### config.mk
export PLATFORM = sky130hd
export DESIGN_NAME = sequential_divider
export DESIGN_NICKNAME = d
export VERILOG_FILES = /design/src/rtl/sequential_divider.sv
export SDC_FILE = /design/constraint.sdc
export NUM_CORES = 1
export LEC_CHECK = 0
export ABC_AREA = 1
export BUFFER_PORTS_ARGS = -buffer_cell sky130_fd_sc_hd__buf_2
export CELL_PAD_IN_SITES_DETAIL_PLACEMENT = 0
export CELL_PAD_IN_SITES_GLOBAL_PLACEMENT = 1
export CORE_MARGIN = 5
export CORE_UTILIZATION = 40
export DETAILED_ROUTE_END_ITERATION = 10
export PLACE_DENSITY = 0.85
export SKIP_CTS_REPAIR_TIMING = 1
export SYNTH_ARGS = -nofsm -noshare
export SYNTH_HDL_FRONTEND = slang
export SYNTH_SLANG_ARGS = --single-unit
### constraint.sdc
create_clock -name clock -period 2.1 [get_ports clock]
set_clock_uncertainty 0.2 [all_clocks]
set_input_delay 0.21 -clock clock [delete_from_list [all_inputs] [get_ports clock]]
set_output_delay 0.21 -clock clock [all_outputs]
set_load 0.01 [all_outputs]
### src/rtl/sequential_divider.sv
`default_nettype none
// ============================================================================
// Module   : sequential_divider
// Purpose  : Multi-cycle restoring shift-subtract integer divider. It produces
//            one quotient bit per clock, so a divide takes WIDTH+1 clocks from
//            the start edge to the done pulse. A zero divisor completes in
//            one clock.
// Config   : SIGNED_DIV_EN - when defined, operands are two's complement.
//            The magnitudes are divided, and the sign is applied on the final
//            iteration edge. The quotient truncates toward zero and the
//            remainder takes the sign of the dividend.
//            When undefined, operands are unsigned and overflow_out is 0.
// Ports    : clock, reset            - rising-edge clock, sync active-high reset
//            start_in                - request, honoured in IDLE or DONE only
//            dividend_in, divisor_in - operands, sampled with start_in
//            busy_out                - high while iterating
//            done_out                - one-cycle result-valid pulse
//            quotient_out, remainder_out - results, held until next start
//            div_by_zero_out, overflow_out - status flags, valid with results
// Revision : 1.0 - initial release
// ============================================================================
module sequential_divider #(
  parameter int WIDTH = 8
) (
  input  logic             clock,
  input  logic             reset,
  input  logic             start_in,
  input  logic [WIDTH-1:0] dividend_in,
  input  logic [WIDTH-1:0] divisor_in,
  output logic             busy_out,
  output logic             done_out,
  output logic [WIDTH-1:0] quotient_out,
  output logic [WIDTH-1:0] remainder_out,
  output logic             div_by_zero_out,
  output logic             overflow_out
);

  localparam int CW = $clog2(WIDTH);

  typedef enum logic [1:0] {
    S_IDLE = 2'd0,
    S_BUSY = 2'd1,
    S_DONE = 2'd2
  } state_t;

  state_t           state_q, state_d;
  logic [WIDTH-1:0] acc_q, acc_d;     // partial remainder
  logic [WIDTH-1:0] shf_q, shf_d;     // dividend bits out, quotient bits in
  logic [WIDTH-1:0] dsr_q, dsr_d;     // divisor (magnitude)
  logic [CW-1:0]    cnt_q, cnt_d;
  logic [WIDTH-1:0] quot_q, quot_d;
  logic [WIDTH-1:0] rem_q, rem_d;
  logic             dbz_q, dbz_d;
`ifdef SIGNED_DIV_EN
  logic             qneg_q, qneg_d;   // quotient must be negated
  logic             rneg_q, rneg_d;   // remainder must be negated
  logic             ovfp_q, ovfp_d;   // most-negative / -1 seen at accept
  logic             ovf_q, ovf_d;
`endif

  logic [WIDTH:0]   trial;
  logic [WIDTH-1:0] acc_nx, shf_nx, q_fin, r_fin, dvd_mag, dsr_mag;

  always_comb begin
    state_d = state_q;
    acc_d   = acc_q;
    shf_d   = shf_q;
    dsr_d   = dsr_q;
    cnt_d   = cnt_q;
    quot_d  = quot_q;
    rem_d   = rem_q;
    dbz_d   = dbz_q;
`ifdef SIGNED_DIV_EN
    qneg_d  = qneg_q;
    rneg_d  = rneg_q;
    ovfp_d  = ovfp_q;
    ovf_d   = ovf_q;
`endif

    // One restoring step. The partial remainder always stays below the
    // divisor, so the shifted trial value fits in WIDTH+1 bits, and the
    // restored value fits back into WIDTH bits.
    trial = {acc_q, shf_q[WIDTH-1]};
    if (trial >= {1'b0, dsr_q}) begin
      acc_nx = trial[WIDTH-1:0] - dsr_q;
      shf_nx = {shf_q[WIDTH-2:0], 1'b1};
    end else begin
      acc_nx = trial[WIDTH-1:0];
      shf_nx = {shf_q[WIDTH-2:0], 1'b0};
    end

`ifdef SIGNED_DIV_EN
    dvd_mag = dividend_in[WIDTH-1] ? (~dividend_in + WIDTH'(1)) : dividend_in;
    dsr_mag = divisor_in[WIDTH-1]  ? (~divisor_in  + WIDTH'(1)) : divisor_in;
    q_fin   = qneg_q ? (~shf_nx + WIDTH'(1)) : shf_nx;
    r_fin   = rneg_q ? (~acc_nx + WIDTH'(1)) : acc_nx;
`else
    dvd_mag = dividend_in;
    dsr_mag = divisor_in;
    q_fin   = shf_nx;
    r_fin   = acc_nx;
`endif

    case (state_q)
      S_BUSY: begin
        acc_d = acc_nx;
        shf_d = shf_nx;
        cnt_d = cnt_q + CW'(1);
        if (cnt_q == CW'(WIDTH - 1)) begin
          state_d = S_DONE;
          quot_d  = q_fin;
          rem_d   = r_fin;
`ifdef SIGNED_DIV_EN
          ovf_d   = ovfp_q;
`endif
        end
      end
      default: begin  // S_IDLE and S_DONE both accept a new request
        if (state_q == S_DONE) begin
          state_d = S_IDLE;
        end
        if (start_in) begin
`ifdef SIGNED_DIV_EN
          ovf_d = 1'b0;
`endif
          if (divisor_in == '0) begin
            state_d = S_DONE;
            quot_d  = '1;
            rem_d   = dividend_in;
            dbz_d   = 1'b1;
          end else begin
            state_d = S_BUSY;
            acc_d   = '0;
            shf_d   = dvd_mag;
            dsr_d   = dsr_mag;
            cnt_d   = '0;
            quot_d  = '0;
            rem_d   = '0;
            dbz_d   = 1'b0;
`ifdef SIGNED_DIV_EN
            qneg_d  = dividend_in[WIDTH-1] ^ divisor_in[WIDTH-1];
            rneg_d  = dividend_in[WIDTH-1];
            ovfp_d  = (dividend_in == {1'b1, {(WIDTH-1){1'b0}}}) &&
                      (divisor_in == '1);
`endif
          end
        end
      end
    endcase
  end

  always_ff @(posedge clock) begin
    if (reset) begin
      state_q <= S_IDLE;
      acc_q   <= '0;
      shf_q   <= '0;
      dsr_q   <= '0;
      cnt_q   <= '0;
      quot_q  <= '0;
      rem_q   <= '0;
      dbz_q   <= 1'b0;
`ifdef SIGNED_DIV_EN
      qneg_q  <= 1'b0;
      rneg_q  <= 1'b0;
      ovfp_q  <= 1'b0;
      ovf_q   <= 1'b0;
`endif
    end else begin
      state_q <= state_d;
      acc_q   <= acc_d;
      shf_q   <= shf_d;
      dsr_q   <= dsr_d;
      cnt_q   <= cnt_d;
      quot_q  <= quot_d;
      rem_q   <= rem_d;
      dbz_q   <= dbz_d;
`ifdef SIGNED_DIV_EN
      qneg_q  <= qneg_d;
      rneg_q  <= rneg_d;
      ovfp_q  <= ovfp_d;
      ovf_q   <= ovf_d;
`endif
    end
  end

  assign busy_out        = (state_q == S_BUSY);
  assign done_out        = (state_q == S_DONE);
  assign quotient_out    = quot_q;
  assign remainder_out   = rem_q;
  assign div_by_zero_out = dbz_q;
`ifdef SIGNED_DIV_EN
  assign overflow_out    = ovf_q;
`else
  assign overflow_out    = 1'b0;
`endif

endmodule
`default_nettype wire
Yosys cells after proc, flatten, opt, wreduce, memory -nomap -nowiden. Index checks and enable logic that the tools add are counted.

Reduce and logical (&&, ||, !) cells: 8. Bitwise gates (word level): 2. $lt $le $gt $ge: 1. $add $sub $neg: 2. Equal/unequal tests: 5. Multiplexer cells: 25.

Operator list (number): 2-to-1 mux 8 bit (15); 2-to-1 mux 2 bit (5); >= comparator 9 x 8 -> 1 bit (1); 2-to-1 mux 3 bit (3); logical NOT 8 bit (1); AND reduction 2 bit (4); subtractor 8 bit (1); adder 3 x 1 -> 3 bit, second input constant (1); == test 3 bit, second input constant (1); AND reduction 3 bit (1); nonzero test 3 bit (1); == test 2 x 1 -> 1 bit, second input constant (1); == test 2 bit, second input constant (1); 2-to-1 mux 1 bit (2); inequality test 2 x 1 -> 1 bit, second input constant (1); inequality test 2 bit, second input constant (1); inverter 1 bit (2); nonzero test 2 bit (1).

Bits in registers: 46. Input bits: 19. Output and inout bits: 20. Logic and storage cells: 51.

Longest topological paths before layout.
Word-level depth: 4. Depth in mapped cells: 12. Gate-level depth less buffers: 12.

Worst setup path before layout. OpenSTA, ideal clock, no wires.

Kind: flip-flop to flip-flop. From: register dsr_q[4]. To: register rem_q[7] (netlist: remainder_out[7]). Setup slack: 0.289 ns. Path buffers: 0. Period minus slack after synthesis: 1.811 ns. Cell stages (with the launch flop): 11. Data required time: 1.781 ns. Data arrival time: 1.491 ns. Library setup time: 0.119 ns. Path through: dfxtp_1 -> inv_1 -> ha_1 -> a21oi_1 -> nand2_1 -> nand2_1 -> nand4_2 -> nand2_2 -> nand2_1 -> nand2_1 -> a21oi_1.

Cells in the longest elaborated chain, start to end: 4. Elaborated cells on any way between the ends: 5. Classes of those cells: add/sub (1); order compare (1); mux (3).

Ends and longest elaborated chain: start: declaration (RTL line 49) `logic [WIDTH-1:0] dsr_q, dsr_d;`; start signal: assignment (RTL line 172) `dsr_q <= dsr_d;`; subtractor 8 bit / >= comparator 9 x 8 -> 1 bit (equally long branches) (RTL line 85, 84); 2-to-1 mux 8 bit (*) (RTL line 84) `if (trial >= {1'b0, dsr_q}) begin`; 2-to-1 mux 8 bit (*) (RTL line 109) `if (cnt_q == CW'(WIDTH - 1)) begin`; 2-to-1 mux 8 bit (*) (RTL line 104) `case (state_q)`; end signal: assignment (RTL line 175) `rem_q <= rem_d;`; end: declaration (RTL line 52) `logic [WIDTH-1:0] rem_q, rem_d;`.

Mark *: on every way between the ends. The rest lies on a longest branch, timed or not. The select of a mux whose other input is x is not followed. A chain may end at the register's enable or synchronous reset.

Final worst setup path.
From: register acc_q[5]. To: register acc_q[6].

Cells in the longest elaborated chain, start to end: 3. Elaborated cells on any way between the ends: 4. Classes of those cells: add/sub (1); order compare (1); mux (2).

Ends and longest elaborated chain: start: declaration (RTL line 47) `logic [WIDTH-1:0] acc_q, acc_d;`; start signal: assignment (RTL line 155) `acc_q <= '0;`; start signal: assignment (RTL line 170) `acc_q <= acc_d;`; subtractor 8 bit / >= comparator 9 x 8 -> 1 bit (equally long branches) (RTL line 85, 84); 2-to-1 mux 8 bit (*) (RTL line 84); 2-to-1 mux 8 bit (*) (RTL line 104).

Mark *: on every way between the ends. The rest lies on a longest branch, timed or not.

==> impl_metrics.py <==
metrics = {
    "run_status": {
        "status": "finished with violations",
        "violations": "negative hold slack",
    },
    "power": {
        "peakVddDrop_mv": 0.426,
        "powerDensity_nw_per_um2": 973,
        "power.leakage_nw": 1.30,
    },
    "yosys": {
        "synth_seq_cells": 46,
        "synth_area_leaders": "dfxtp_1 39%, nand2_1 11%, a21oi_1 7.9%",
        "synth_edf_count": 0,
        "yosysWarningCount": 0,
        "synth_nets": 357,
        "ys_types": 30,
        "synth_top_flop_cell": "dfxtp_1",
        "yosys.area.top_type_share_pct": 39.2,
        "syn_avg_cell_area_sq_um": 7.19,
        "synthArstFlopShare_pct": 0,
        "yosysTopAreaCell": "dfxtp_1",
        "syn_area_sq_um": 2350,
        "yosysSeqAreaShare_pct": 39.2,
        "netlist_instances": 327,
    },
    "grt": {
        "grt_pass1_vias": 2144,
        "grt_pass1_wl_mm": 10.1,
        "overflow": 0,
        "grt_max_degree": 35,
        "antenna_found_initial": 0,
        "gr-usage-all-layers_pct": 17.0,
    },
    "place": {
        "pre_cts_slack_ns": 0.0150,
        "gp_congestion": 0.870,
        "dp_hpwl_mm": 4.61,
        "post_dp_cell_area_sq_um": 2620,
        "dp_cells": 435,
        "numPortBuffers": 37,
    },
    "timing": {
        "finalHoldViolations": 1,
        "max_freq_ghz": 0.502,
        "slew_headroom_pct": 53.7,
        "tightest_slew_ns": 0.694,
        "rsz0062_at_grt": "yes",
        "slew_violations": 0,
        "post-route-min-period_ns": 1.99,
        "setup_viol": 0,
        "period_share_pct": 94.9,
        "whs_ns": -0.0124,
        "setup_ws_ns": 0.107,
    },
    "cts": {
        "htreeDepth": 2,
        "cts_tree": "built",
        "ctsRootBufferMaster": "clkbuf_8",
        "numClockSinks": 46,
        "clockBufferDepth": 2,
        "clk_pin_slew_ns": 0.09,
        "cts_buffers": 5,
        "insertion_delay_ns": 0.30,
    },
    "routing": {
        "drc": 0,
        "vias": 2299,
        "wl_per_cell_um": 14.3,
        "final_antenna_net_count": 0,
        "wirelength_mm": 6.40,
        "first_pass_iters": 5,
        "drt_iter0_markers": 118,
        "post_drt_via_cell_ratio": 5.12,
    },
    "floorplan": {
        "boundaryPins": 39,
        "start_util_pct": 40.4,
        "die_h_um": 86.6,
        "coreArea_sq_um": 5820,
        "row_count": 28,
        "die_width_um": 86.6,
        "die-area_sq_um": 7510,
    },
    "min_path": {
        "hold_depth": 3,
        "hp-class": "in -> reg",
    },
    "setup_path": {
        "timing.rr.start": "acc_q[5]",
        "worstPathArrival_ns": 1.97,
        "rrSetupSlack_ns": 0.11,
        "critical_path.max_fanout": 7,
        "cp-startpoint": "acc_q[5]",
        "cp-endpoint": "acc_q[6]",
        "crit_chain": "ha_1, nand2_1, nand2_1, a21oi_4, and2_2, nand3_1, nand3_1, a21oi_1",
        "crit_path_start_kind": "register",
        "slowest_delay_ns": 0.36,
        "ff2ff_path_depth": 8,
        "r2r_end": "acc_q[6]",
        "path_class": "reg -> reg",
        "critPathSlowestCell": "ha_1",
        "required_ns": 2.08,
        "cp-end-kind": "register",
    },
    "flow_run": {
        "cap_violations": 0,
    },
    "finish": {
        "diodes": 0,
        "drive_above_1_share_pct": 21.9,
        "final_cells": 449,
        "final_area_sq_um": 2870,
        "area_delta_synth_final_pct": 22.3,
        "post-route-util_pct": 49.4,
        "num-nets-final": 403,
        "fillers": 613,
    },
}
state kept, by name, summed over array words and instances, names as in the netlist:
name	cells
cnt_q	3
shf_q	8
remainder_out	8
quotient_out	8
state_q	2
acc_q	8
div_by_zero_out	1
dsr_q	8
cell usage after synthesis, types with 3 or more instances:
cell type,number
inv_1,31
nor2_2,4
nand2_1,69
o21ai_0,30
buf_2,5
o21ai_1,3
a31oi_1,16
nand3_1,28
clkbuf_1,4
a21oi_1,37
xnor2_1,3
ha_1,10
dfxtp_1,46
inv_2,5
nor2_1,17
critical path, delay by kind of cell, from the launching register on:
| kind | cells | cell delay [ns] |
|---|---|---|
| flip-flops | 1 | 0.35 |
| AND/OR/NAND/NOR | 5 | 0.68 |
| adder cells (fa/ha/maj) | 1 | 0.36 |
| AO/OA/AOI/OAI | 2 | 0.29 |
per-stage QoR:
step | power (mW) | setup TNS [ns]
floorplan | 1.84 | 0
CTS | 2.67 | -0.00299
global placement | 2.10 | 0
finish | 2.80 | 0
detailed placement | 2.10 | 0
global route | 3.01 | 0
worst min-delay path by stage:
| stage | from | end | slack, ns |
|---|---|---|---|
| final | dividend_in[0] | shf_q[0] | -0.01 |
| after global placement | dsr_q[3] | dsr_q[3] | 0.25 |
| after detailed placement | dsr_q[3] | dsr_q[3] | 0.25 |
| after floorplan | reset | acc_q[7] | 0.08 |
| after global routing | divisor_in[6] | dsr_q[6] | 0.0006 |
| after CTS | divisor_in[4] | dsr_q[4] | -0.05 |
cells by family after synthesis:
| kind of cell | share of synthesized area [%] |
|---|---|
| other cells | 0.160 |
| xor+xnor | 1.12 |
| buf+inv | 9.21 |
| fa+ha+maj | 6.18 |
| flops | 39.2 |
| simple gates | 23.5 |
| compound gates | 20.6 |
layer usage:
metal  part of all wire (%)  wire length, um  GRT usage, %  vias to the layer above
met5                      0                0             0                        -
met4                    2.1              136          6.80                        0
met3                    6.6              420          4.18                       10
met2                     46             2950          26.6                       64
met1                     45             2890          22.5                     1033
li1                       -                -             -                     1192
area by class of cell:
type | count | area (sq um) | area share, %
well taps | 75 | 93.8 | 3.27
multi-input cells | 232 | 1320 | 45.8
repair buffers | 52 | 310 | 10.8
flip-flops and latches | 46 | 922 | 32.1
clock buffers | 6 | 82.6 | 2.87
inverters | 36 | 135 | 4.70
clock inverters | 2 | 12.5 | 0.436
cells in the final DEF, fill, tap and decap left out, types with 3 or more instances in the layout:
master	netlist	routed
nand2_1	69	69
buf_4	2	10
dfxtp_1	46	45
dlygate4sd3_1	0	5
clkbuf_8	0	6
nor2_2	4	4
nand3_1	28	27
ha_4	0	5
nor2_1	17	17
inv_1	31	31
inv_2	5	5
ha_1	10	4
a31oi_1	16	16
o21ai_0	30	30
o21ai_1	3	3
xnor2_1	3	3
buf_2	5	37
a21oi_1	37	36
power by group:
group | internal [mW] | switching [mW]
logic | 0.474 | 0.723
clock network | 0.265 | 0.303
registers | 0.964 | 0.0656
total | 1.70 | 1.09
(Power assumes the default switching activity.)
